===== config.mk =====
export PLATFORM = sky130hd
export DESIGN_NAME = fetch_queue
export DESIGN_NICKNAME = d
export VERILOG_FILES = /design/src/rtl/fetch_queue_pkg.sv /design/src/rtl/fetch_queue.sv
export SDC_FILE = /design/constraint.sdc
export NUM_CORES = 1
export LEC_CHECK = 0
export ABC_CLOCK_PERIOD_IN_PS = 3010
export BUFFER_PORTS_ARGS = -buffer_cell sky130_fd_sc_hd__buf_2
export CAP_MARGIN = 20
export CORE_MARGIN = 8
export CORE_UTILIZATION = 52
export CTS_CLUSTER_DIAMETER = 50
export DETAILED_ROUTE_END_ITERATION = 16
export PLACE_DENSITY = 0.83
export SETUP_SLACK_MARGIN = 0.15
export SYNTH_ARGS = -nofsm -noshare
export SYNTH_HDL_FRONTEND = slang
export SYNTH_SLANG_ARGS = --single-unit

===== constraint.sdc =====
create_clock -name clk -period 3.01 [get_ports clk]
set_clock_uncertainty 0.15 [all_clocks]
set_input_delay 0.301 -clock clk [delete_from_list [all_inputs] [get_ports clk]]
set_output_delay 0.301 -clock clk [all_outputs]
set_load 0.01 [all_outputs]

===== src/rtl/fetch_queue_pkg.sv =====
// Shared constants for the fetch/decode decoupling queue.
// Word width matches the core-wide PC and instruction width.
package fetch_queue_pkg;

    localparam int unsigned DEFAULT_WORD_WIDTH = 32;

endpackage : fetch_queue_pkg


===== src/rtl/fetch_queue.sv =====
// FIFO between fetch and decode: holds {pc, instruction} pairs,
// applies backpressure via in_ready and drops everything on a taken branch.
module fetch_queue
    import fetch_queue_pkg::*;
#(
    parameter int unsigned WORD_WIDTH = DEFAULT_WORD_WIDTH,
    parameter int unsigned DEPTH      = 4
) (
    input  logic                       clk,
    input  logic                       rst,
    input  logic                       flush,
    input  logic                       in_valid,
    input  logic [WORD_WIDTH-1:0]      in_pc,
    input  logic [WORD_WIDTH-1:0]      in_instruction,
    output logic                       in_ready,
    output logic                       out_valid,
    output logic [WORD_WIDTH-1:0]      out_pc,
    output logic [WORD_WIDTH-1:0]      out_instruction,
    input  logic                       out_ready,
    output logic [$clog2(DEPTH):0]     count
);

    localparam int unsigned ENTRY_W = 2 * WORD_WIDTH;
    localparam int unsigned PTR_W   = $clog2(DEPTH);
    localparam int unsigned CNT_W   = PTR_W + 1;

    localparam logic [PTR_W-1:0] PTR_ONE = PTR_W'(1);
    localparam logic [CNT_W-1:0] CNT_ONE = CNT_W'(1);
    localparam logic [CNT_W-1:0] CNT_MAX = CNT_W'(DEPTH);

    logic [ENTRY_W-1:0] mem [DEPTH];
    logic [PTR_W-1:0]   wr_ptr;
    logic [PTR_W-1:0]   rd_ptr;
    logic [ENTRY_W-1:0] head;
    logic               push;
    logic               pop;

    // in_ready looks only at registered occupancy, so full never
    // accepts a push even when decode pops in the same cycle.
    assign in_ready  = (count != CNT_MAX);
    assign out_valid = (count != '0);
    assign push      = in_valid & in_ready;
    assign pop       = out_valid & out_ready;

    assign head            = mem[rd_ptr];
    assign out_pc          = out_valid ? head[ENTRY_W-1:WORD_WIDTH] : '0;
    assign out_instruction = out_valid ? head[WORD_WIDTH-1:0]       : '0;

    always_ff @(posedge clk or negedge rst) begin
        if (!rst) begin
            wr_ptr <= '0;
            rd_ptr <= '0;
            count  <= '0;
        end else if (flush) begin
            wr_ptr <= '0;
            rd_ptr <= '0;
            count  <= '0;
        end else begin
            unique case ({push, pop})
                2'b10: begin
                    wr_ptr <= wr_ptr + PTR_ONE;
                    count  <= count + CNT_ONE;
                end
                2'b01: begin
                    rd_ptr <= rd_ptr + PTR_ONE;
                    count  <= count - CNT_ONE;
                end
                2'b11: begin
                    wr_ptr <= wr_ptr + PTR_ONE;
                    rd_ptr <= rd_ptr + PTR_ONE;
                end
                default: ;
            endcase
        end
    end

    // Storage is not reset; the empty-queue zero mux hides stale data.
    always_ff @(posedge clk) begin
        if (push && !flush) begin
            mem[wr_ptr] <= {in_pc, in_instruction};
        end
    end

endmodule : fetch_queue


# ---- Word-level counts from Yosys, hierarchy flattened
# Memories as Yosys holds them, arrays and structs flattened.
# Index checks and enable logic that the tools add are counted.
dict set report totals {
  mem_count 1
  word_cells 32
  reg_bits 7
  ram_bits 256
  output_inout_bits 69
}
# memory words width read_ports rd_clocked_by_memory_dff write_ports line_no
set memory_table {}
lappend memory_table {mem 4 64 1 0 1 fetch_queue.sv:31} ;# logic [ENTRY_W-1:0] mem [DEPTH];
dict set report classes {
  n_eq_ne 4
  mux 10
  n_reduce_logical 8
  add_sub_neg 4
  n_bitwise 2
}
# operator n
set op_table {}
lappend op_table {{2-to-1 mux 32 bit} 2}
lappend op_table {{2-to-1 mux 2 bit} 4}
lappend op_table {{case mux 3 bit (2 select lines)} 1}
lappend op_table {{nonzero test 3 bit} 2}
lappend op_table {{adder 2 x 1 -> 2 bit, second input constant} 2}
lappend op_table {{== test 2 bit, second input constant} 2}
lappend op_table {{nonzero test 2 bit} 2}
lappend op_table {{OR reduction 2 bit} 2}
lappend op_table {{adder 3 x 1 -> 3 bit, second input constant} 1}
lappend op_table {{2-to-1 mux 3 bit} 1}
lappend op_table {{inequality test 3 bit, second input constant} 1}
lappend op_table {{subtractor 3 x 1 -> 3 bit, second input constant} 1}
lappend op_table {{bitwise AND 1 bit} 2}
lappend op_table {{== test 2 x 1 -> 1 bit, second input constant} 1}
lappend op_table {{2-to-1 mux 1 bit} 2}
lappend op_table {{logical AND 1 bit} 1}
lappend op_table {{logical NOT 1 bit} 1}

# ---- Depth between registers and ports, before layout
dict set report depth {
  word_depth 6
  ltp_mapped 8
}

# ---- Worst setup path after synthesis
# OpenSTA, ideal clock, no wires.
dict set report synth_path {
  kind {register to register}
  start {register count[0]}
  end {memory mem[2][0] (netlist bit) (enable)}
  n_path_buf 1
  stages_incl_launch_ff 5
  t_arrival_ns 2.523
  synth_period_minus_slack_ns 3.102
  setup_slack_ns -0.092
  path_cell_list {dfrtp_1 > buf_2 > nor3b_1 > nor3_1 > and2_1}
}
dict set report synth_between {
  elab_chain_len 5
}
# item line_no
set synth_lines {}
lappend synth_lines {{start, declared} fetch_queue.sv:20} ;# output logic [$clog2(DEPTH):0] count
lappend synth_lines {{start signal, assigned} fetch_queue.sv:62} ;# count <= count + CNT_ONE;
lappend synth_lines {{start signal, assigned} fetch_queue.sv:66} ;# count <= count - CNT_ONE;
lappend synth_lines {{inequality test 3 bit} fetch_queue.sv:40} ;# assign in_ready = (count != CNT_MAX);
lappend synth_lines {{bitwise AND 1 bit} fetch_queue.sv:42} ;# assign push = in_valid & in_ready;
lappend synth_lines {{logical AND 1 bit} fetch_queue.sv:79} ;# if (push && !flush) begin
lappend synth_lines {{2-to-1 mux 1 bit} fetch_queue.sv:79}
lappend synth_lines {{2-to-1 mux 1 bit (not written as such)} fetch_queue.sv:80} ;# mem[wr_ptr] <= {in_pc, in_instruction};
lappend synth_lines {{end, declared} fetch_queue.sv:31}
# No other way between the ends.

# ---- Final worst setup path
dict set report layout_path {
  start {register rd_ptr[1]}
  end {output out_instruction[4]}
}
dict set report layout_between {
  elab_chain_len 2
}
# item line_no
set layout_lines {}
lappend layout_lines {{start, declared} fetch_queue.sv:33} ;# logic [PTR_W-1:0] rd_ptr;
lappend layout_lines {{start signal, assigned} fetch_queue.sv:65} ;# rd_ptr <= rd_ptr + PTR_ONE;
lappend layout_lines {{start signal, assigned} fetch_queue.sv:70} ;# rd_ptr <= rd_ptr + PTR_ONE;
lappend layout_lines {{memory read (4 x 64 bit)} --}
lappend layout_lines {{2-to-1 mux 32 bit} fetch_queue.sv:47} ;# assign out_instruction = out_valid ? head[WORD_WIDTH-1:0] : '0;
lappend layout_lines {{end, declared} fetch_queue.sv:18} ;# output logic [WORD_WIDTH-1:0] out_instruction,
# No other way between the ends.

==> results.ini <==
[run_status]
outcome = finished, final reports clean

[yosys]
yosys_register_bits = 263
synth_top_flop_cell = edfxtp_1
synth.most_common_cell = edfxtp_1
syn_area_um2 = 10200
syn_nets = 548
synth.distinct_cells = 35
synth_area_per_cell_um2 = 21.6
synth_area_leaders = edfxtp_1 75%, mux4_2 14%, and2_1 4.2%
synth_edf_count = 256
yosysTopAreaCell = edfxtp_1
yosys_warnings = 0
yosys.area.top_type_share_pct = 75.0
synthCells = 474
synth.yosys.seq_area_share_pct = 76.7
synthArstFlopShare_pct = 2.66
ys_top_cells_by_count = 256 x edfxtp_1, 68 x and2_1, 64 x mux4_2

[sta]
hold_violations = 0
relSlewSlack_pct = 57.3
fmax_mhz = 366
fin_crit_sh_pct = 90.9
worst_slack_ps = 275
period_needed_ps = 2730
tightestPinTransition_ps = 640
setup_violations = 0
slew_viol_final = 0
rsz0062_at_grt = false
hold_slack_ps = 33.0
setup-tns-final_ps = 0

[detailed_routing]
drc = 0
wl_mm = 20.5
wire_per_inst_um = 21.0
drt_iter0_drc = 420
drt_first_pass_iters = 5
antenna_left = 0
vias_per_cell = 5.38
vias = 5259

[global_route]
grt_pass1_vias = 5735
grt_antenna_before_repair = 0
overflow = 0
grt_max_degree = 66
track_usage_pct = 16.8
grt_pass1_wl_mm = 31.8

[placed_design]
pre_cts_ws_ps = 521
dpl.hpwl_mm = 12.2
port_buffers = 137
dpl-instance-area_um2 = 11300
gp_congestion = 0.774

[critical_path]
setup.worst_path.end_class = output pin
setup.worst_path.start_class = register
crit_path_max_fanout = 38
ff2ff_setup_slack_ps = 490
crit_arrival_ps = 2280
worstPathRequired_ps = 2560
crit_type = register to output pin

[clock_network]
cts_tree = yes
cts_sinks = 263
cts_buffers = 27
root_buffer = clkbuf_16
htree_levels = 1
insertion_delay_ps = 510
ctsLongestPathBuffers = 3
clk_pin_slew_ps = 60

[finish]
syn2layout_area_growth_pct = 25.4
nets = 767
fin_area_um2 = 12800
drive_above_1_share_pct = 36.9

[floorplanning]
core_um2 = 19400
rows = 51
num_io_pins = 138
start_util_pct = 52.8
die_width_um = 156
die-area_um2 = 24400
die_y_um = 156

[pwr]
p_per_area_nw_per_um2 = 751
clkPwrFrac_pct = 33.4
peakVddDrop_uv = 627
p_int_mw = 7.14
switchingPower_mw = 2.50
combPwrFrac_pct = 22.1
p_total_mw = 9.64
p_leak_nw = 4.49
p_sw_share_pct = 26.0
power_frac_seq_pct = 44.5

[worst_hold_path]
hp-class = primary input to async pin

[flow_run]
cap_violations = 0

## power by group through the flow
stage / Clock, mW / Sequential [mW] / Combinational, mW
after floorplan: 0 / 4.31 / 1.41
after global placement: 0 / 4.35 / 2.03
after detailed placement: 0 / 4.37 / 2.08
after CTS: 3.29 / 4.29 / 2.17
after global routing: 3.44 / 4.31 / 2.31
final: 3.22 / 4.29 / 2.13
## timing repair
item                       CTS  global route
hold buffers                67             0
resized for setup            1             1
setup buffers                0             0
pin swaps                    0             0
setup endpoints to repair   65             2
hold endpoints to repair   269             0
## registers in the layout, summed over array words and instances, names as in the netlist
register,flops
rd_ptr,2
mem,256
count,3
wr_ptr,2
## area by class of cell
type | instances | area [um2]
Clock buffer | 30 | 687
Multi-Input combinational cell | 178 | 2210
Clock inverter | 18 | 180
Fill cell | 1288 | 6550
Inverter | 6 | 22.5
Antenna cell | 1 | 2.50
Timing Repair Buffer | 217 | 1550
Sequential cell | 263 | 7870
Tap cell | 265 | 332
## cell usage in the layout, fill, tap and decap left out, types with 4 or more instances in the layout
cell type	count
dfrtp_1	5
buf_2	137
and2_1	64
clkbuf_16	27
inv_1	6
clkinv_2	7
nor2_1	5
edfxtp_1	256
mux4_2	64
dlygate4sd3_1	67
a21oi_1	6
buf_12	7
ha_1	4
and2_4	4
buf_4	5
## path summary, 6_finish.rpt
path	startpoint	end	cells after the start
worst max-delay path	rd_ptr[1]	out_instruction[4]	4
worst min-delay path	rst	count[2]	2
worst max register to register	count[0]	mem[3][50]	4
worst min register to register	wr_ptr[1]	wr_ptr[1]	2
max in group asynchronous	rst	rd_ptr[1]	2
min in group clk	out_ready	rd_ptr[1]	4
## metrics by stage
step / utilization (%) / std cells
finish: 66.2 / 978
global route: 66.2 / 977
detailed placement: 58.3 / 862
global placement: 58.3 / 862
floorplan: - / 474
CTS: 66.2 / 977
## worst max-delay path, cell delays in order (launching register included)
cell	delay, ps
dfrtp_4	840
buf_12	260
mux4_2	330
and2_1	170
buf_2	140
## logic make-up (layout without fill, tap and decap cells)
group / after synthesis / count (layout) / share of synthesized area, %
DFF: 263 / 263 / 76.7
muxes: 64 / 64 / 14.1
xor gates and xnor gates: 4 / 4 / 0.342
other: 0 / 1 / 0
AOI/OAI and AO/OA: 18 / 18 / 1.14
buffers and inverters: 33 / 271 / 1.82
and+or+nand+nor: 87 / 87 / 5.20
adders and majority gates: 5 / 5 / 0.684
## layer usage
layer | routed length [um] | global-route usage, % | vias to the layer above
met4 | 278 | 4.26 | 0
met1 | 7810 | 20.4 | 2657
met2 | 10900 | 29.7 | 223
li1 | - | - | 2355
met3 | 1600 | 4.14 | 24
met5 | 0 | 0 | -
Note: power is estimated with default switching activity, not from simulation.
